### config.mk
export PLATFORM = sky130hd
export DESIGN_NAME = battleship_board
export DESIGN_NICKNAME = d
export VERILOG_FILES = /design/src/rtl/battleship_board.sv
export SDC_FILE = /design/constraint.sdc
export NUM_CORES = 1
export LEC_CHECK = 0
export CAP_MARGIN = 20
export CORE_ASPECT_RATIO = 0.8
export CORE_UTILIZATION = 25
export CTS_CLUSTER_DIAMETER = 200
export CTS_CLUSTER_SIZE = 28
export DETAILED_ROUTE_END_ITERATION = 16
export GPL_TIMING_DRIVEN = 0
export SLEW_MARGIN = 30
export SYNTH_ARGS = -nofsm -noshare
export SYNTH_HDL_FRONTEND = slang
export SYNTH_SLANG_ARGS = --single-unit
### constraint.sdc
create_clock -name clk -period 5.1 [get_ports clk]
set_input_delay 0.51 -clock clk [delete_from_list [all_inputs] [get_ports clk]]
set_output_delay 0.51 -clock clk [all_outputs]
set_load 0.05 [all_outputs]
### src/rtl/battleship_board.sv
// Battleship game board: fixed ship map, per-cell hit/miss memory, one shot
// per rising edge of fire, shot/ship counters, win/loss FSM and a
// column-scanned red/green LED matrix driver with blinking ship reveal.
module battleship_board #(
  parameter int                   ROWS      = 8,
  parameter int                   COLS      = 8,
  parameter logic [ROWS*COLS-1:0] SHIP_MAP  = 64'h4000_0006_2100_2107,
  parameter int                   MAX_SHOTS = 40,
  parameter int                   SCAN_DIV  = 1024,
  parameter int                   BLINK_DIV = 32,
  localparam int                  RW        = $clog2(ROWS),
  localparam int                  CW        = $clog2(COLS),
  localparam int                  SW        = $clog2(ROWS*COLS+1)
) (
  input  logic          clk,
  input  logic          rst,
  input  logic [RW-1:0] row_sel,
  input  logic [CW-1:0] col_sel,
  input  logic          fire,
  input  logic          new_game,
  output logic [CW-1:0] scan_col,
  output logic [ROWS-1:0] outR,
  output logic [ROWS-1:0] outG,
  output logic          hit_pulse,
  output logic          miss_pulse,
  output logic          dup_pulse,
  output logic [SW-1:0] shots,
  output logic [SW-1:0] hits_left,
  output logic          game_over,
  output logic          win
);

  localparam int N   = ROWS * COLS;
  localparam int IW  = $clog2(N);
  localparam int SCW = (SCAN_DIV  > 1) ? $clog2(SCAN_DIV)  : 1;
  localparam int BCW = (BLINK_DIV > 1) ? $clog2(BLINK_DIV) : 1;

  function automatic int popcnt(input logic [N-1:0] m);
    int n;
    n = 0;
    for (int i = 0; i < N; i++) n += int'(m[i]);
    return n;
  endfunction

  localparam int NSHIP = popcnt(SHIP_MAP);

  typedef enum logic {S_PLAY = 1'b0, S_OVER = 1'b1} state_t;

  state_t           r_state, w_state_nxt;
  logic             r_win, w_win_nxt;
  logic [N-1:0]     r_hit, r_miss;
  logic [SW-1:0]    r_shots, r_left;
  logic             r_fire_d;
  logic             r_hit_p, r_miss_p, r_dup_p;
  logic [SCW-1:0]   r_scan_cnt;
  logic [CW-1:0]    r_scan_col;
  logic [BCW-1:0]   r_frame_cnt;
  logic             r_blink;
  logic [ROWS-1:0]  r_outR, r_outG;
  logic [ROWS-1:0]  w_r, w_g;

  logic             w_shot, w_inrange, w_shot_before, w_ship;
  logic [IW-1:0]    w_idx;
  logic             w_scan_wrap, w_col_wrap;

  // Shot decode: rising edge of fire while playing; new_game takes priority.
  assign w_shot        = fire & ~r_fire_d & (r_state == S_PLAY) & ~new_game;
  assign w_inrange     = (int'(row_sel) < ROWS) && (int'(col_sel) < COLS);
  assign w_idx         = IW'(int'(row_sel) * COLS + int'(col_sel));
  // Out-of-range indices are never used because w_inrange gates every use.
  assign w_shot_before = w_inrange && (r_hit[w_idx] || r_miss[w_idx]);
  assign w_ship        = w_inrange && SHIP_MAP[w_idx];

  // FSM state register.
  always_ff @(posedge clk or posedge rst) begin
    if (rst) begin
      r_state <= S_PLAY;
      r_win   <= 1'b0;
    end else begin
      r_state <= w_state_nxt;
      r_win   <= w_win_nxt;
    end
  end

  // FSM next state: game ends the cycle after the deciding shot is recorded;
  // sinking the last ship on the final budgeted shot counts as a win.
  always_comb begin
    w_state_nxt = r_state;
    w_win_nxt   = r_win;
    if (new_game) begin
      w_state_nxt = S_PLAY;
      w_win_nxt   = 1'b0;
    end else if (r_state == S_PLAY &&
                 (r_left == '0 || r_shots == SW'(MAX_SHOTS))) begin
      w_state_nxt = S_OVER;
      w_win_nxt   = (r_left == '0);
    end
  end

  // Board memory, counters and one-cycle result pulses.
  always_ff @(posedge clk or posedge rst) begin
    if (rst) begin
      r_hit    <= '0;
      r_miss   <= '0;
      r_shots  <= '0;
      r_left   <= SW'(NSHIP);
      r_fire_d <= 1'b0;
      r_hit_p  <= 1'b0;
      r_miss_p <= 1'b0;
      r_dup_p  <= 1'b0;
    end else begin
      r_fire_d <= fire;
      r_hit_p  <= 1'b0;
      r_miss_p <= 1'b0;
      r_dup_p  <= 1'b0;
      if (new_game) begin
        r_hit   <= '0;
        r_miss  <= '0;
        r_shots <= '0;
        r_left  <= SW'(NSHIP);
      end else if (w_shot && w_inrange) begin
        if (w_shot_before) begin
          r_dup_p <= 1'b1;
        end else if (w_ship) begin
          r_hit[w_idx] <= 1'b1;
          r_left       <= r_left - 1'b1;
          r_shots      <= r_shots + 1'b1;
          r_hit_p      <= 1'b1;
        end else begin
          r_miss[w_idx] <= 1'b1;
          r_shots       <= r_shots + 1'b1;
          r_miss_p      <= 1'b1;
        end
      end
    end
  end

  assign w_scan_wrap = (r_scan_cnt == SCW'(SCAN_DIV - 1));
  assign w_col_wrap  = (r_scan_col == CW'(COLS - 1));

  // Free-running column scan and blink timebase (independent of new_game).
  always_ff @(posedge clk or posedge rst) begin
    if (rst) begin
      r_scan_cnt  <= '0;
      r_scan_col  <= '0;
      r_frame_cnt <= '0;
      r_blink     <= 1'b0;
    end else begin
      r_scan_cnt <= w_scan_wrap ? '0 : r_scan_cnt + 1'b1;
      if (w_scan_wrap) begin
        if (w_col_wrap) begin
          r_scan_col <= '0;
          if (r_frame_cnt == BCW'(BLINK_DIV - 1)) begin
            r_frame_cnt <= '0;
            r_blink     <= ~r_blink;
          end else begin
            r_frame_cnt <= r_frame_cnt + 1'b1;
          end
        end else begin
          r_scan_col <= r_scan_col + 1'b1;
        end
      end
    end
  end

  // Column image: hits red, misses green; yellow cursor while playing,
  // blinking yellow reveal of surviving ship cells once the game is over.
  always_comb begin
    w_r = '0;
    w_g = '0;
    for (int r = 0; r < ROWS; r++) begin
      if (r_hit[IW'(r * COLS + int'(r_scan_col))]) begin
        w_r[r] = 1'b1;
      end else if (r_miss[IW'(r * COLS + int'(r_scan_col))]) begin
        w_g[r] = 1'b1;
      end else if (r_state == S_PLAY) begin
        if (r == int'(row_sel) && r_scan_col == col_sel) begin
          w_r[r] = 1'b1;
          w_g[r] = 1'b1;
        end
      end else if (SHIP_MAP[IW'(r * COLS + int'(r_scan_col))] && r_blink) begin
        w_r[r] = 1'b1;
        w_g[r] = 1'b1;
      end
    end
  end

  // Registered LED drives.
  always_ff @(posedge clk or posedge rst) begin
    if (rst) begin
      r_outR <= '0;
      r_outG <= '0;
    end else begin
      r_outR <= w_r;
      r_outG <= w_g;
    end
  end

  assign scan_col   = r_scan_col;
  assign outR       = r_outR;
  assign outG       = r_outG;
  assign hit_pulse  = r_hit_p;
  assign miss_pulse = r_miss_p;
  assign dup_pulse  = r_dup_p;
  assign shots      = r_shots;
  assign hits_left  = r_left;
  assign game_over  = (r_state == S_OVER);
  assign win        = r_win;

endmodule

After elaboration in Yosys (flattened, before gate mapping)
Memory sizes are Yosys's and may differ from the RTL's.
Cells that the tools add are included.
W data, S select, Z words.
{"block": "classes", "n_eq_ne": 14, "mux": 157, "n_bitwise": 9, "n_lt_le_gt_ge": 10, "reduce_logical": 30, "addsub": 13}
{"cell": "$mux W64", "n": 8}
{"cell": "$or A64 B64 Y64", "n": 2}
{"cell": "$mux W1", "n": 120}
{"cell": "$bmux W1 S6", "n": 16}
{"cell": "$mux W7", "n": 7}
{"cell": "$lt A6 B8 Y1 const B", "n": 6}
{"cell": "$add A6 B3 Y6 const A", "n": 4}
{"cell": "$logic_and A1 B1 Y1", "n": 18}
{"cell": "$add A5 B3 Y6 const A", "n": 2}
{"cell": "$eq A3 B3 Y1 const A", "n": 4}
{"cell": "$add A10 B1 Y10 const B", "n": 1}
{"cell": "$eq A10 B10 Y1 const B", "n": 1}
{"cell": "$mux W10", "n": 1}
{"cell": "$reduce_and A3 Y1", "n": 3}
{"cell": "$add A7 B1 Y7 const B", "n": 1}
{"cell": "$eq A7 B6 Y1 const B", "n": 1}
{"cell": "$logic_not A7 Y1", "n": 1}
{"cell": "$lt A3 B7 Y1 const B", "n": 1}
{"cell": "$lt A5 B7 Y1 const B", "n": 1}
{"cell": "$lt A6 B7 Y1 const B", "n": 1}
{"cell": "$sub A7 B1 Y7 const B", "n": 1}
{"cell": "$add A6 B3 Y6", "n": 1}
{"cell": "$bmux W1 S3", "n": 2}
{"cell": "$demux W1 S6", "n": 1}
{"cell": "other kinds (18)", "n": 29}
{"block": "word_totals", "elab_cells": 258, "mem_bits_ro": 520, "input_bits": 10, "regBits": 183, "output_inout_bits": 38, "mem_count": 9}
{"name": "(name not given)", "depth": 64, "width": 1, "read_ports": 1, "rd_clocked_by_memory_dff": 0, "wr": 0, "line": "181", "source": "end else if (SHIP_MAP[IW'(r * COLS + int'(r_scan_col))] && r_blink) begin"}
{"name": "(name not given)", "depth": 64, "width": 1, "read_ports": 1, "rd_clocked_by_memory_dff": 0, "wr": 0, "line": "181"}
{"name": "(name not given)", "depth": 64, "width": 1, "read_ports": 1, "rd_clocked_by_memory_dff": 0, "wr": 0, "line": "181"}
{"name": "(name not given)", "depth": 64, "width": 1, "read_ports": 1, "rd_clocked_by_memory_dff": 0, "wr": 0, "line": "181"}
{"name": "(name not given)", "depth": 64, "width": 1, "read_ports": 1, "rd_clocked_by_memory_dff": 0, "wr": 0, "line": "181"}
{"name": "(name not given)", "depth": 64, "width": 1, "read_ports": 1, "rd_clocked_by_memory_dff": 0, "wr": 0, "line": "181"}
{"name": "3 more memories"}

Logic depth before layout (Yosys ltp)
{"block": "depth", "word_depth": 10, "mapped_depth": 14}

Worst setup path before layout
No wires, ideal clock.
{"block": "synth_timing", "path_type": "input-to-reg", "from": "input port col_sel[1]", "to": "register r_left[4], in the netlist hits_left[4]", "stages": 12, "setup_time_ns": 0.125, "path_buffers": 4, "slack_ns": 2.173, "arrival_ns": 2.803, "t_required_ns": 4.975, "path_cell_list": "buf_4 buf_2 mux2_2 a221oi_1 nor2_1 nor3_1 a2bb2oi_2 o21ai_2 buf_6 buf_2 nor4_1 mux2_2"}
{"block": "synth_between", "elab_chain_len": 6, "word_cells_on_any_way": 11, "classes_between": "add/sub (1); eq/ne (1); mux (5); reduce/logical (3); memory (1)"}
{"element": "from (decl)", "line": "18", "source": "input logic [CW-1:0] col_sel,"}
{"element": "$add A6 B3 Y6 *", "line": "69", "source": "assign w_idx = IW'(int'(row_sel) * COLS + int'(col_sel));"}
{"element": "$bmux W1 S6", "line": "71", "source": "assign w_shot_before = w_inrange && (r_hit[w_idx] || r_miss[w_idx]);"}
{"element": "$mux W1 (implied by the code)", "line": "71"}
{"element": "$logic_or A1 B1 Y1", "line": "71"}
{"element": "$ne A2 B2 Y1 (no source line)"}
{"element": "$reduce_and A3 Y1 (no source line) *"}
{"element": "to (signal assigned)", "line": "106", "source": "r_left <= SW'(NSHIP);"}
{"element": "to (signal assigned)", "line": "120", "source": "r_left <= SW'(NSHIP);"}
{"element": "to (signal assigned)", "line": "126", "source": "r_left <= r_left - 1'b1;"}
{"element": "to (decl)", "line": "52", "source": "logic [SW-1:0] r_shots, r_left;"}
Mark *: on every way between the ends. The rest lies on a longest branch, timed or not. The select of a mux whose other input is x is not followed.
A chain may end at the register's enable or synchronous reset.

Final worst setup path
{"block": "layout_timing", "from": "input port col_sel[1]", "to": "register r_left[1], in the netlist hits_left[1]"}
Same word-level chain as after synthesis.

==> results.md <==
* Initial antenna violation count at 0
* Die Span Y at 177.7 um
* Largest net degree at the start of global routing at 30
* F_max at 244.0 MHz
* Crit path launch type: primary input
* Synth top area share at 46.95%
* Grt ovf at 0
* Met2 usage at 24.45%
* First-pass GRT wire length at 47930 um
* Drt drc at 0
* Reg2reg end: outR[4]
* Count leader, synth: dfrtp_1
* Synth area leader: dfrtp_1
* WL final at 31390 um
* Run status: complete, no violations
* WP data required at 5.48 ns
* Pwr dens at 265.5 nW/um^2
* Met1 Usage GRT at 21.71%
* Most used routing layer: met2
* Met3 Usage GRT at 5.199%
* Setup crit end kind: flop
* Synthesized area per cell at 10.49 um^2
* Fin. max-slew vios at 0
* RSZ-0062 raised after global routing: false
* All-Layer GR Usage at 16.29%
* Row Count at 63
* Inst Count DP at 1459
* Clock sink count at 183
* I/O Buffers at 45
* Post-route ant nets at 0
* Most common flop cell mapped by yosys: dfrtp_1
* Reg2Reg Setup Slack at 1.44 ns
* Kind of critical path: in2reg
* Clock buffer depth at 2
* Final std cell area, no fill at 11460 um^2
* Placer Congestion at 0.9992
* Initial DRC count at 807
* Period utilisation layout at 80.37%
* Relative slew slack at 35.28%
* P&R area growth vs syn at 18.79%
* Least-Margin Pin Slew at 0.9635 ns
* Starting Density at 25.71%
* Hold_buf cts at 0
* CTS H-tree lvls at 4
* YS warnings at 0
* Register area share after synthesis at 47.49%
* Die area at 39390 um^2
* Top cells by area, synth: dfrtp_1, mux4_2, o22ai_1
* Syn Nets at 947
* Area of the core at 37520 um^2
* Share of layout cells above drive strength 1 at 13.75%
* Leakage Power at 4.594 nW
* Worst r2r src: scan_col[1]
* Hold Vio Cnt, Final at 0
* Setup TNS Final at 0 ns
* WP data arrival at 4.47 ns
* Vias in the first global route at 7809
* Worst Clk Skew at 0.01190 ns
* CTS root buf: clkbuf_16
* First drt pass iteration count at 5
* Peak supply drop at 0.0002515 V
* HP Class: in2async
* Synth Cell Area at 9648 um^2
* Filler cells at 3798
* DP HPWL at 22390 um
* Async SR Flop Fraction at 100.0%
* Most instantiated cells after synthesis: dfrtp_1, inv_1, o22ai_1
* Routed length per instance at 21.04 um
* Synth Register Bits at 183
* Final min period at 4.099 ns
* Max cap viols at 0
* Post-synthesis cell type count at 66
* Layout Nets at 1018
* Post-synth EDFFs at 0
* Routed vias/inst at 5.258
* Reg clk slew, reported paths at 0.08 ns
* Clk_lat worst skew at 0.45 ns
* CTS Buf Count at 17
* Worst Reg-to-Reg Cells at 6
* Via count at 7845
* CTS tree: done
* Final setup fails at 0
* Die Wd at 221.6 um
* # resized after CTS at 0
* DP Area at 10890 um^2
* Synth Instances at 920
* Postcts setup bufs at 0
* CP max FO at 10
* IO Pins at 48
* Non-Filler Instances at 1492
## power breakdown
part           leakage [nW]  internal (mW)  total, mW  switching (mW)
sequential             2.53           1.46       1.46         0.00376
combinational          1.78         0.0736      0.270           0.196
clock                 0.278          0.661       1.31           0.653
## metrics by stage
stage / worst slack [ns] / hold slack [ns] / utilization [%] / power, mW
finish: 1.001 / 0.4395 / 30.55 / 3.043
global route: 0.8113 / 0.4717 / 30.54 / 3.128
CTS: 1.125 / 0.4387 / 30.54 / 3.054
detailed placement: 0.6557 / 0.4722 / 29.02 / 1.751
global placement: 0.2972 / 0.4692 / 28.55 / 1.734
floorplan: 2.173 / 0.4479 / - / 1.639
## registers in the layout (all words and copies together), names as in the netlist
| signal | cells |
|---|---|
| hits_left | 7 |
| dup_pulse | 1 |
| r_scan_cnt | 10 |
| r_frame_cnt | 5 |
| game_over | 1 |
| shots | 7 |
| outR | 8 |
| r_miss | 64 |
| hit_pulse | 1 |
| miss_pulse | 1 |
| r_blink | 1 |
| r_hit | 64 |
| outG | 8 |
| scan_col | 3 |
| r_fire_d | 1 |
| win | 1 |
## final cells by class
| class | count | area, um^2 | share of cell area (%) |
|---|---|---|---|
| Multi-Input combinational cell | 568 | 4389 | 38.30 |
| Antenna cell | 1 | 2.502 | 0.02183 |
| Sequential cell | 183 | 4582 | 39.98 |
| Buffer | 65 | 302.8 | 2.642 |
| Inverter | 104 | 394.1 | 3.439 |
| Clock inverter | 14 | 128.9 | 1.124 |
| Timing Repair Buffer | 52 | 613.1 | 5.349 |
| Tap cell | 487 | 609.3 | 5.317 |
| Clock buffer | 18 | 439.2 | 3.832 |
## placed cells by master (no fill, tap or decap), types with 30 or more instances in the layout
cell and count:
mux2i_1 30, nor2b_1 52, o22ai_1 63, clkbuf_1 38, a21oi_1 39, nor2_1 34, clkdlybuf4s50_1 45, nand2_1 48
mux4_2 39, dfrtp_1 181, inv_1 99, o21ai_0 36
## worst max-delay path by stage
stage                     from            to  slack (ns)  cells after the start
floorplan           col_sel[1]  hits_left[4]        2.17                     12
global placement    col_sel[1]  hits_left[1]        0.30                     13
detailed placement  col_sel[1]     r_hit[26]        0.66                     13
CTS                 col_sel[1]     r_hit[27]        1.12                     13
global route        col_sel[1]     r_hit[26]        0.81                     13
finish              col_sel[1]  hits_left[1]        1.00                     13
## critical path: stages
cell and delay [ns]:
clkdlybuf4s50_1 0.53, buf_4 0.23, buf_2 0.23, nor2_2 0.55, nand2_1 0.47, o211ai_1 0.30
nor3_1 0.12, a2bb2oi_2 0.20, o21ai_2 0.27, buf_6 0.20, clkbuf_1 0.46, nor3_1 0.11
a211o_1 0.29
## per-layer routing
layer	vias to the layer above	share of wire, %
met5	-	0
met4	0	3.0
met3	71	10
met2	406	44
met1	3918	43
li1	3450	-
## kinds of logic after synthesis
group / count (synthesis) / share of synthesized area, %
flip-flops: 183 / 47.49
buffers and inverters: 169 / 7.133
multiplexers: 81 / 13.77
AND/OR/NAND/NOR: 251 / 14.29
AO/OA/AOI/OAI: 206 / 13.93
XOR/XNOR: 13 / 1.180
adder cells (fa/ha/maj): 17 / 2.205
No activity file was read; power rests on OpenSTA's default activity.
